File: src/rtl/pipe_pkg.sv
// Shared constants for the 5-bit arithmetic pipeline and its collection stage.
package pipe_pkg;
    localparam int PIPE_W   = 5;
    localparam int PIPE_LAT = 2;
endpackage

File: src/rtl/pipe_fifo.sv
// Synchronous circular-buffer FIFO; DEPTH need not be a power of two.
module pipe_fifo
    import pipe_pkg::*;
#(
    parameter int W     = PIPE_W,
    parameter int DEPTH = 4,
    localparam int CW   = $clog2(DEPTH + 1),
    localparam int PW   = (DEPTH > 1) ? $clog2(DEPTH) : 1
) (
    input  logic          clk,
    input  logic          rst,
    input  logic          push,
    input  logic          pop,
    input  logic [W-1:0]  wdata,
    output logic [W-1:0]  rdata,
    output logic [CW-1:0] count,
    output logic          overflow
);
    logic [W-1:0]  mem [DEPTH];
    logic [PW-1:0] wptr, rptr;
    logic          full, empty, do_push, do_pop;

    function automatic logic [PW-1:0] next_ptr(input logic [PW-1:0] p);
        return (p == PW'(DEPTH - 1)) ? '0 : p + PW'(1);
    endfunction

    assign full     = (count == CW'(DEPTH));
    assign empty    = (count == '0);
    assign do_pop   = pop && !empty;
    // A full FIFO still accepts a write when the head leaves in the same cycle.
    assign do_push  = push && (!full || do_pop);
    assign overflow = push && full && !do_pop;
    assign rdata    = mem[rptr];

    always_ff @(posedge clk) begin
        if (rst) begin
            wptr  <= '0;
            rptr  <= '0;
            count <= '0;
        end else begin
            if (do_push) wptr <= next_ptr(wptr);
            if (do_pop)  rptr <= next_ptr(rptr);
            case ({do_push, do_pop})
                2'b10:   count <= count + CW'(1);
                2'b01:   count <= count - CW'(1);
                default: count <= count;
            endcase
        end
    end

    always_ff @(posedge clk) begin
        if (do_push) mem[wptr] <= wdata;
    end
endmodule

File: src/rtl/pipe_collect.sv
// Collects fixed-latency pipeline results into a FIFO, throttling issue by credits.
module pipe_collect
    import pipe_pkg::*;
#(
    parameter int W     = PIPE_W,
    parameter int DEPTH = 4,
    parameter int LAT   = PIPE_LAT,
    localparam int CW   = $clog2(DEPTH + 1)
) (
    input  logic          clk,
    input  logic          rst,
    input  logic          in_valid,
    output logic          in_ready,
    input  logic [W-1:0]  s_in,
    output logic          out_valid,
    output logic [W-1:0]  out_data,
    input  logic          out_ready,
    output logic [CW-1:0] count,
    output logic [15:0]   total,
    output logic          err
);
    logic [LAT-1:0] vpipe;
    logic           issue, push, pop, overflow;
    int             inflight;

    // Credits come from registered state only, so a same-cycle pop frees nothing.
    always_comb begin
        inflight = 0;
        for (int k = 0; k < LAT; k++) inflight += int'(vpipe[k]);
    end

    assign in_ready  = (int'(count) + inflight) < DEPTH;
    assign issue     = in_valid && in_ready;
    assign push      = vpipe[LAT-1];
    assign out_valid = (count != '0);
    assign pop       = out_valid && out_ready;

    always_ff @(posedge clk) begin
        if (rst) begin
            vpipe <= '0;
            total <= '0;
            err   <= 1'b0;
        end else begin
            vpipe[0] <= issue;
            for (int k = 1; k < LAT; k++) vpipe[k] <= vpipe[k-1];
            if (pop)      total <= total + 16'd1;
            if (overflow) err   <= 1'b1;
        end
    end

    pipe_fifo #(.W(W), .DEPTH(DEPTH)) u_fifo (
        .clk      (clk),
        .rst      (rst),
        .push     (push),
        .pop      (pop),
        .wdata    (s_in),
        .rdata    (out_data),
        .count    (count),
        .overflow (overflow)
    );
endmodule
File: config.mk
export PLATFORM = sky130hd
export DESIGN_NAME = pipe_collect
export DESIGN_NICKNAME = d
export VERILOG_FILES = /design/src/rtl/pipe_pkg.sv /design/src/rtl/pipe_fifo.sv /design/src/rtl/pipe_collect.sv
export SDC_FILE = /design/constraint.sdc
export NUM_CORES = 1
export LEC_CHECK = 0
export BUFFER_PORTS_ARGS = -buffer_cell sky130_fd_sc_hd__buf_4
export CORE_AREA = 2 2 56 71
export CTS_BUF_LIST = sky130_fd_sc_hd__clkbuf_2 sky130_fd_sc_hd__clkbuf_4 sky130_fd_sc_hd__clkbuf_8
export DETAILED_ROUTE_END_ITERATION = 16
export DIE_AREA = 0 0 58 73
export PLACE_DENSITY = 0.85
export SLEW_MARGIN = 10
export SYNTH_ARGS = -nofsm -noshare
export SYNTH_HDL_FRONTEND = slang
export SYNTH_SLANG_ARGS = --single-unit
File: constraint.sdc
create_clock -name clk -period 6.15 [get_ports clk]
set_input_delay 0.9225 -clock clk [delete_from_list [all_inputs] [get_ports clk]]
set_output_delay 0.9225 -clock clk [all_outputs]
set_load 0.01 [all_outputs]
# --- Yosys cells after proc, flatten, opt, wreduce, memory -nomap -nowiden ---
# Memories as Yosys holds them, arrays and structs flattened. A register that Yosys moved wholly into a read port is not among the register bits.
# Index checks and enable logic that the tools add are counted.
totals:
  ramBits: 20
  in_bits: 9
  out_inout_bits: 27
  mem_count: 1
  reg_bits: 26
op_classes:
  n_reduce_logical: 13
  eq_ne: 5
  add_sub_neg: 7
  magnitude_cmp: 1
  n_mux: 7
memory_table:
  columns: ["memory", "words", "word_bits", "rd", "rd_clocked_by_memory_dff", "write_ports", "line", "text"]
  rows:
  - ["u_fifo.mem", 4, 5, 1, 1, 1, "pipe_fifo.sv:19", "logic [W-1:0] mem [DEPTH];"]
ops:
  columns: ["operator", "n"]
  rows:
  - ["adder 16 x 1 -> 16 bit, second input constant", 1]
  - ["two-way mux 2 bit", 4]
  - ["== test 2 bit, second input constant", 3]
  - ["logical AND 1 bit", 6]
  - ["case mux 3 bit (2 select lines)", 1]
  - ["adder 2 x 1 -> 2 bit, second input constant", 2]
  - ["adder 3 x 2 -> 4 bit", 1]
  - ["less-than comparator 4 x 3 -> 1 bit, second input constant", 1]
  - ["adder 3 x 1 -> 3 bit, second input constant", 1]
  - ["== test 3 bit, second input constant", 1]
  - ["logical NOT 1 bit", 3]
  - ["logical NOT 3 bit", 1]
  - ["nonzero test 3 bit", 1]
  - ["subtractor 3 x 1 -> 3 bit, second input constant", 1]
  - ["adder 1 x 1 -> 2 bit", 1]
  - ["== test 2 x 1 -> 1 bit, second input constant", 1]
  - ["two-way mux 1 bit", 2]
  - ["nonzero test 2 bit", 1]
  - ["logical OR 1 bit", 1]

# --- Logic depth before layout (Yosys ltp) ---
# Gate-level depths: netlist of the first run.
depth:
  ltp_word: 7
  depth_mapped: 9
  depth_no_buf: 7

# --- By module ---
# From an unflattened synthesis of the first run, not the netlist that was laid out.
unflattened:
  hier_cells: 187
  hier_area_um2: 2133.3
by_module_without_submodules:
  columns: ["module", "instances", "seq_area_each_um2", "area_each_um2", "cells_each"]
  rows:
  - ["pipe_fifo", 1, 780.7, 1276.2, 88]
  - ["pipe_collect", 1, 380.4, 857.1, 99]

# --- Least setup slack after synthesis of the first run ---
# OpenSTA, ideal clock, no wires.
synth_path:
  path_kind: "input -> register"
  start: "input port out_ready"
  end: "register u_fifo.count[1]"
  n_path_buf: 2
  setup_ns: 0.095
  slack_ns: 3.814
  arrival_ns: 2.241
  stages: 8
  t_required_ns: 6.055
  cell_sequence: "buf_6 > o31a_2 > buf_4 > nand2b_1 > fa_1 > nor2_1 > o211ai_1 > a221oi_1"
synth_between:
  elab_chain_cells: 6
  elab_cells_between_ends: 8
synth_lines:
  columns: ["element", "line", "text"]
  rows:
  - ["from (decl)", "pipe_collect.sv:17", "input logic out_ready,"]
  - ["logical AND 1 bit (*)", "pipe_collect.sv:36", "assign pop = out_valid && out_ready;"]
  - ["logical AND 1 bit (*)", "pipe_fifo.sv:29", "assign do_pop = pop && !empty;"]
  - ["logical OR 1 bit", "pipe_fifo.sv:31", "assign do_push = push && (!full || do_pop);"]
  - ["logical AND 1 bit", "pipe_fifo.sv:31", null]
  - ["== test 2 x 1 -> 1 bit or == test 2 bit (tied branches)", "pipe_fifo.sv:43", "case ({do_push, do_pop})"]
  - ["case mux 3 bit (2 select lines) or nonzero test 2 bit (tied branches)", null, null]
  - ["to (signal assigned)", "pipe_fifo.sv:44", "2'b10: count <= count + CW'(1);"]
  - ["to (signal assigned)", "pipe_fifo.sv:45", "2'b01: count <= count - CW'(1);"]
  - ["to (signal assigned)", "pipe_fifo.sv:46", "default: count <= count;"]
  - ["to (decl)", "pipe_fifo.sv:16", "output logic [CW-1:0] count,"]
# Every way passes the cells marked *; elsewhere a longest branch is shown, timed or not.
# A chain may end at the register's enable or synchronous reset.

# --- Worst setup path after layout of the first run ---
layout_path:
  start: "register u_fifo.count[0]"
  end: "output port in_ready"
layout_between:
  elab_chain_cells: 2
layout_lines:
  columns: ["element", "line", "text"]
  rows:
  - ["adder 3 x 2 -> 4 bit", "pipe_collect.sv:32", "assign in_ready = (int'(count) + inflight) < DEPTH;"]
  - ["less-than comparator 4 x 3 -> 1 bit", "pipe_collect.sv:32", null]
  - ["to (decl)", "pipe_collect.sv:13", "output logic in_ready,"]
# Every way passes these cells.

==> results of run 1 <==
==> critical path, stage by stage (launching register included) <==
cell	delay [ps]
dfxtp_1	620
ha_1	310
a21oi_1	150
nor2_1	80
nor2_1	90
buf_4	130
==> synth_stat cells (all sizes together), types with 2 or more instances <==
| cell | count |
|---|---|
| nor2b | 2 |
| buf | 6 |
| dfxtp | 28 |
| and2 | 2 |
| edfxtp | 20 |
| or4 | 4 |
| a31oi | 2 |
| nand2b | 2 |
| nor2 | 19 |
| o31ai | 5 |
| or2 | 2 |
| nand3 | 6 |
| o31a | 2 |
| nor3 | 2 |
| nor4b | 2 |
| nand2 | 10 |
| o21ai | 3 |
| inv | 5 |
| a21oi | 16 |
| and3 | 6 |
| or3 | 4 |
| xor2 | 7 |
| ha | 7 |
| nand4 | 3 |
| clkbuf | 6 |
| xnor2 | 3 |
| and4 | 2 |
| mux4 | 5 |
==> state kept, by name, indices dropped and copies added, names as in the netlist, named ones only <==
| signal | count |
|---|---|
| u_fifo.wptr | 2 |
| u_fifo.count | 3 |
| err | 1 |
| u_fifo.mem | 20 |
| u_fifo.rptr | 2 |
| total | 16 |
| vpipe | 2 |
==> area by class of cell <==
type | count | area (um^2)
Fill cell | 262 | 1120
Tap cell | 40 | 50.0
Multi-Input combinational cell | 124 | 890
Clock buffer | 6 | 82.6
Timing Repair Buffer | 35 | 263
Clock inverter | 2 | 38.8
Inverter | 5 | 18.8
Sequential cell | 48 | 1160
==> worst max-delay path by stage <==
| stage | endpoint | cells past startpoint |
|---|---|---|
| after CTS | in_ready | 5 |
| final | in_ready | 5 |
| after global routing | in_ready | 5 |
| after detailed placement | u_fifo.count[1]$_SDFFE_PP0P_ | 7 |
| after global placement | u_fifo.count[1]$_SDFFE_PP0P_ | 7 |
| after floorplan | u_fifo.count[1]$_SDFFE_PP0P_ | 8 |
==> layer usage <==
layer  track usage [%]  share of wire [%]
met1              21.3                 40
met2              34.8                 53
met3              5.67                4.8
met4              8.53                1.7
met5                 0                  0
==> stage by stage <==
step,power [mW],worst slack [ps]
final,0.616,3560
after global routing,0.640,3430
after CTS,0.621,3570
after detailed placement,0.388,3700
after global placement,0.387,3730
after floorplan,0.375,3810
==> power by group through the flow <==
stage | Combinational [mW] | Sequential [mW] | Clock, mW
CTS | 0.0380 | 0.343 | 0.240
global placement | 0.0368 | 0.350 | 0
floorplan | 0.0286 | 0.346 | 0
detailed placement | 0.0379 | 0.350 | 0
global route | 0.0418 | 0.344 | 0.255
finish | 0.0375 | 0.343 | 0.236
==> logic make-up (layout without fill, tap and decap cells) <==
| family | count (synthesis) | count (layout) |
|---|---|---|
| and+or+nand+nor | 69 | 69 |
| DFF | 48 | 48 |
| AOI/OAI and AO/OA | 32 | 32 |
| buffers and inverters | 17 | 48 |
| xor gates and xnor gates | 10 | 10 |
| adders and majority gates | 8 | 8 |
| muxes | 5 | 5 |
==> results.toml, run 1 <==
[min_path]
holdCritStartpoint = "err$_SDFFE_PP0P_"
holdPathStages = 2
hold_end = "err$_SDFFE_PP0P_"
hold_class = "reg -> reg"

[clocking]
cts_resized = 0
cts_tree = "yes"
clock_insertion_delay_worst_skew_ps = 300
clockBufferDepth = 2
clk_pin_slew_ps = 80
post_cts_buffers = 0
clockRootBuffer = "clkbuf_8"
numClockSinks = 48
cts-buffers-inserted = 5
h-tree-depth = 2
hold_buffers = 0

[power]
switchingPower_mw = 0.128
p_seq_share_pct = 55.7
swShare_pct = 20.8
intPower_mw = 0.488
pwr_density_cell_nw_per_um2 = 246
comb_power_share_pct = 6.1
leakage_nw = 0.926
peakVddDrop_mv = 0.248
power_frac_clock_pct = 38.3

[logic_synthesis]
synthAdderAreaFrac_pct = 5.01
synth_cell_types = 41
synth_seq_cells = 48
postSynthAreaPerCell_um2 = 11.4
synth_area_um2 = 2150
synth_simple_gate_area_share_pct = 17.4
syn_inst = 189
synth-compound-area-share_pct = 9.73
synth_top_family_by_area = "simple AND/OR/NAND/NOR gates"
synthTopCellsByArea = "edfxtp_1 (28%), dfxtp_1 (26%), mux4_2 (5.2%)"
synthFlopType = "dfxtp_1"
synth_xor_area_share_pct = 4.08
yosysWarnings = 0
synth_edf_count = 20
async_flop_share_pct = 0
seq_area_frac_synth_pct = 54.0
syn_nets = 206
synth_top_area_share_pct = 28.0
synth_mux_area_share_pct = 5.24
synth_top_cell_by_area = "edfxtp_1"

[worst_setup_path]
cp.required_ps = 5230
worstSetupStartpoint = "u_fifo.count[0]$_SDFFE_PP0P_"
timing.rr.end = "u_fifo.count[1]$_SDFFE_PP0P_"
rrSetupSlack_ps = 4080
path_max_fanout = 12
path_class = "reg -> out"
r2r_start = "u_fifo.count[0]$_SDFFE_PP0P_"
reg2reg_depth = 6
cp.arrival_ps = 1660
end_kind = "output pin"
startpoint_type = "flop"

[floorplan]
die_h_um = 73
die_area_um2 = 4230
boundaryPins = 36
core.rowCount = 25
initial_core_util_pct = 59.2
core_region_area_um2 = 3630
die_w_um = 58

[timing]
rsz0062_at_grt = "no"
slew-limit-headroom_pct = 66.2
max_freq_mhz = 387
setup_viol_count_final = 0
fin_skew_ps = 9.76
holdWs_ps = 476
slew_viol_final = 0
tightest_slew_ps = 507
hold_viol = 0
period_share_pct = 42.0
fin_crit_ps = 2590
fin_tns_setup_ps = 0

[placement]
gp_congestion = 0.732
dpl_cell_area_um2 = 2380
dp.cells = 252
io_buffer_count = 35
dp_hpwl_um = 2640

[finish]
nNetsFinal = 236
final_common_cell = "buf_4"
layout-drive-gt1-share_pct = 24.5
antenna_cells = 0
design_area_um2 = 2500
syn2layout_area_growth_pct = 16.5
final_cells = 260
layout_common_cells = "buf_4 (35), dfxtp_1 (28), edfxtp_1 (20)"
postLayoutCoreUtil_pct = 69.0

[routing]
antenna_left = 0
remaining_drc_errors = 0
vias_per_cell = 5.71
wirelength_um = 3780
vias = 1484
drtIter0Drc = 36
first_pass_iters = 4
avgRoutedWirePerCell_um = 14.6

[global_route]
overflow = 0
grt_max_degree = 27
grt_pass1_wl_um = 6220
grt_antenna_before_repair = 0
track_usage_pct = 19.6
grt_pass1_vias = 1403

[run_status]
status = "finished clean"

[run]
timing.max_cap.violations = 0
No activity file was read; power rests on OpenSTA's default activity.
==> inputs of run 2 (changes only) <==
- CORE_AREA: 2 2 56 71 -> 2 2 61 77
- DIE_AREA: 0 0 58 73 -> 0 0 63 79
- PLACE_DENSITY: 0.85 -> 0.76
- clock period: 6.15 -> 2.3 ns (I/O delays scaled with it)
==> results.toml, run 2 (synthesis results as in run 1) <==
[worst_setup_path]
cp.required_ps = 2500
worstSetupStartpoint = "u_fifo.count[0]$_SDFFE_PP0P_"
r2r_start = "u_fifo.count[0]$_SDFFE_PP0P_"
startpoint_type = "flop"
path_max_fanout = 12
path_class = "reg -> reg"
cp.arrival_ps = 2150
end_kind = "flop"

[routing]
vias_per_cell = 5.29
avgRoutedWirePerCell_um = 13.3
antenna_left = 0
drtIter0Drc = 28
first_pass_iters = 4
remaining_drc_errors = 0
vias = 1482
wirelength_um = 3720

[timing]
fin_crit_ps = 1960
slew_viol_final = 0
fin_tns_setup_ps = 0
setup_viol_count_final = 0
slew-limit-headroom_pct = 71.2
rsz0062_at_grt = "no"
tightest_slew_ps = 432
fin_skew_ps = 5.20
period_share_pct = 85.1
max_freq_mhz = 511
hold_viol = 0

[finish]
antenna_cells = 0
layout-drive-gt1-share_pct = 24.8
top_regs = "u_fifo.mem: 20 flops, total: 16 flops, u_fifo.count: 3 flops"
num-fill-cells = 370
postLayoutCoreUtil_pct = 59.0
nNetsFinal = 238
final_common_cell = "buf_4"
layout_common_cells = "buf_4 (37), dfxtp_1 (28), edfxtp_1 (20)"
syn2layout_area_growth_pct = 17.8
largest_reg_flops = 20
ff_latch_area_um2 = 1160
regMostFlops = "u_fifo.mem"
multi_input_area_um2 = 890

[global_route]
grt_max_degree = 27
track_usage_pct = 16.8
grt_pass1_wl_um = 6620
grt_antenna_before_repair = 0
grt_pass1_vias = 1455
overflow = 0

[floorplan]
core_region_area_um2 = 4290
die_w_um = 63
core.rowCount = 27
initial_core_util_pct = 50.1
die_area_um2 = 4980
boundaryPins = 36
die_h_um = 79

[run]
timing.max_cap.violations = 0

[power]
leakage_nw = 0.931
peakVddDrop_mv = 0.368
pwr_density_cell_nw_per_um2 = 631

[clocking]
clk_pin_slew_ps = 80
cts_tree = "yes"
post_cts_buffers = 0
h-tree-depth = 2
cts-buffers-inserted = 5
clockBufferDepth = 2
cts_resized = 0
clockRootBuffer = "clkbuf_8"
clock_insertion_delay_worst_skew_ps = 290
numClockSinks = 48
hold_buffers = 0

[placement]
io_buffer_count = 35
gp_congestion = 0.756
dp_hpwl_um = 2720

[min_path]
hold_class = "in -> reg"
holdCritStartpoint = "s_in[2]"

[run_status]
status = "finished clean"
[run 2: cell type report]
| class | instances | area share (%) |
|---|---|---|
| clock buffers | 5 | 2.72 |
| clock inverters | 3 | 1.68 |
| repair buffers | 37 | 11.0 |
| well taps | 58 | 2.87 |
| multi-input cells | 124 | 35.1 |
| inverters | 5 | 0.741 |
| flip-flops and latches | 48 | 45.9 |
[run 2: worst max-delay path, cell delays in order, from the launching register on]
cell and delay (ps):
dfxtp_1 440, o31a_2 400, nand2b_1 90, fa_1 430
nor2_1 120, o211ai_1 100, a221oi_1 290
[run 2: path summary, 6_finish.rpt]
| check | to | slack (ps) | depth (start not counted) |
|---|---|---|---|
| max | u_fifo.count[1]$_SDFFE_PP0P_ | 340 | 6 |
| min | u_fifo.mem[1][2]$_DFFE_PP_ | 250 | 1 |
| max reg2reg | u_fifo.count[1]$_SDFFE_PP0P_ | 340 | 6 |
| min reg2reg | vpipe[1]$_SDFF_PP0_ | 480 | 1 |
[run 2: metal layers]
layer  track usage (%)  vias up  share of wire, %
met5                 0        -                 0
li1                  -      749                 -
met1              19.3      703                43
met3              3.40        6               3.1
met2              30.7       24                53
met4              5.56        0               1.5
[run 2: report_power, final]
| part | switching [mW] | leakage [nW] | total, mW | internal, mW |
|---|---|---|---|---|
| Sequential | 0.0155 | 0.407 | 0.914 | 0.898 |
| Combinational | 0.0531 | 0.468 | 0.107 | 0.0538 |
| Clock | 0.256 | 0.0558 | 0.578 | 0.322 |
[run 2: through the flow]
step	power, mW	std cells	setup WS (ps)	hold slack (ps)	area (um^2)
final	1.60	280	342	255	2530
after global routing	1.66	280	177	245	2530
after CTS	1.62	280	358	250	2530
after detailed placement	1.04	272	375	470	2420
after global placement	1.04	272	437	463	2420
after floorplan	1.00	189	300	442	2150
==> inputs of run 3 (changes only) <==
- CORE_AREA: 2 2 61 77 -> 2 2 62 76
- DIE_AREA: 0 0 63 79 -> 0 0 64 78
==> results.toml, run 3 (synthesis results as in run 1) <==
[run_status]
status = "finished clean"

[clocking]
clockRootBuffer = "clkbuf_8"
cts_resized = 0
numClockSinks = 48
clock_insertion_delay_worst_skew_ps = 290
cts-buffers-inserted = 5
post_cts_buffers = 0
cts_tree = "yes"
h-tree-depth = 2
clk_pin_slew_ps = 80
hold_buffers = 0
clockBufferDepth = 2

[global_route]
overflow = 0
grt.busiest_layer = "met2"
grt_pass1_wl_um = 6440
grtUsageMet3_pct = 3.91
grt_pass1_vias = 1424
grt_max_degree = 27
grt_antenna_before_repair = 0
use_met2_pct = 29.5
track_usage_pct = 16.7
grt_util_met1_pct = 18.9

[finish]
design_area_um2 = 2500
antenna_cells = 0
final_common_cell = "buf_4"
num-fill-cells = 358
regMostFlops = "u_fifo.mem"
nNetsFinal = 238
largest_reg_flops = 20
layout_common_cells = "buf_4 (37), dfxtp_1 (28), edfxtp_1 (20)"
syn2layout_area_growth_pct = 16.6
top_regs = "u_fifo.mem: 20 flops, total: 16 flops, u_fifo.count: 3 flops"
layout-drive-gt1-share_pct = 24.8

[timing]
slew-limit-headroom_pct = 71.5
fin_tns_setup_ps = 0
fin_crit_ps = 1940
setup_viol_count_final = 0
period_share_pct = 84.5
fin_ws_ps = 357
hold_viol = 0
max_freq_mhz = 515
rsz0062_at_grt = "no"
tightest_slew_ps = 427
slew_viol_final = 0
fin_skew_ps = 3.88

[worst_setup_path]
path_max_fanout = 12
cp.required_ps = 1960
cp_num_buf_inv = 1
crit_chain = "ha_1 -> a21oi_1 -> nor2_1 -> nor2_1 -> buf_4"
path_class = "reg -> out"
max_stage_delay_ps = 580
worst_path_most_repeated_cell = "nor2_1"
end_kind = "output pin"
rrSetupSlack_ps = 370
critPathTopFamily = "flip-flops"
startpoint_type = "flop"
slowest_stage = "dfxtp_1"
cp.arrival_ps = 1600

[floorplan]
die_area_um2 = 4990
die_h_um = 78
core.rowCount = 26
core_region_area_um2 = 4200
boundaryPins = 36
initial_core_util_pct = 51.2
die_w_um = 64

[routing]
vias = 1478
antenna_left = 0
drtIter0Drc = 20
remaining_drc_errors = 0
wirelength_um = 3850
first_pass_iters = 4
avgRoutedWirePerCell_um = 13.9
vias_per_cell = 5.32

[placement]
place_worst_setup_slack_ps = 383
io_buffer_count = 35
dp_hpwl_um = 2750
gp_congestion = 0.802
dpl_cell_area_um2 = 2420

[power]
p_seq_share_pct = 60.5
leakage_nw = 0.917
power_frac_clock_pct = 32.4
peakVddDrop_mv = 0.378
switchingPower_mw = 0.335
swShare_pct = 22.2
intPower_mw = 1.17
comb_power_share_pct = 7.1
pwr_density_cell_nw_per_um2 = 603

[min_path]
hold_class = "in -> reg"

[run]
timing.max_cap.violations = 0
==> run 3: changes by cell type in the layout (fill, tap and decap cells not counted), sizes merged <==
cell,delta
clkinv,-1
clkinvlp,+1
clkbuf,+1
bufinv,-1
==> run 3: per-layer routing <==
layer	share of wire, %	up-vias	routed length [um]
met5	0	-	0
met3	3.4	6	130
met1	44	695	1680
li1	-	748	-
met2	51	29	1970
met4	1.7	0	65
==> run 3: final cells by class <==
type / count / area (um^2) / share of cell area [%]
clock buffers: 6 / 76.3 / 3.05
clock inverters: 2 / 11.3 / 0.450
inverters: 5 / 18.8 / 0.749
multi-input cells: 124 / 890 / 35.5
flip-flops and latches: 48 / 1160 / 46.4
well taps: 56 / 70.1 / 2.80
repair buffers: 37 / 278 / 11.1
==> run 3: path summary, 6_finish.rpt <==
check / end / cells after the start / start
setup / recovery: in_ready / 5 / u_fifo.count[0]$_SDFFE_PP0P_
setup reg to reg: u_fifo.count[1]$_SDFFE_PP0P_ / 6 / u_fifo.count[0]$_SDFFE_PP0P_
hold / removal: u_fifo.mem[1][0]$_DFFE_PP_ / 1 / s_in[0]
hold reg to reg: err$_SDFFE_PP0P_ / 2 / err$_SDFFE_PP0P_
==> run 3: stage by stage <==
step           utilization (%)  instances  total power, mW  hold slack (ps)
2_1_floorplan                -        189             1.00              442
3_3_place_gp              57.6        270             1.04              461
3_5_place_dp              57.6        270             1.04              463
4_1_cts                   59.7        278             1.53              243
5_1_grt                   59.7        278             1.58              233
6_report                  59.7        278             1.51              246
==> run 3: power by group through the flow <==
| stage | Sequential (mW) | Combinational (mW) | Clock, mW |
|---|---|---|---|
| after floorplan | 0.925 | 0.0766 | 0 |
| after global placement | 0.933 | 0.105 | 0 |
| after detailed placement | 0.934 | 0.108 | 0 |
| after CTS | 0.914 | 0.109 | 0.503 |
| after global routing | 0.916 | 0.118 | 0.543 |
| final | 0.914 | 0.107 | 0.489 |
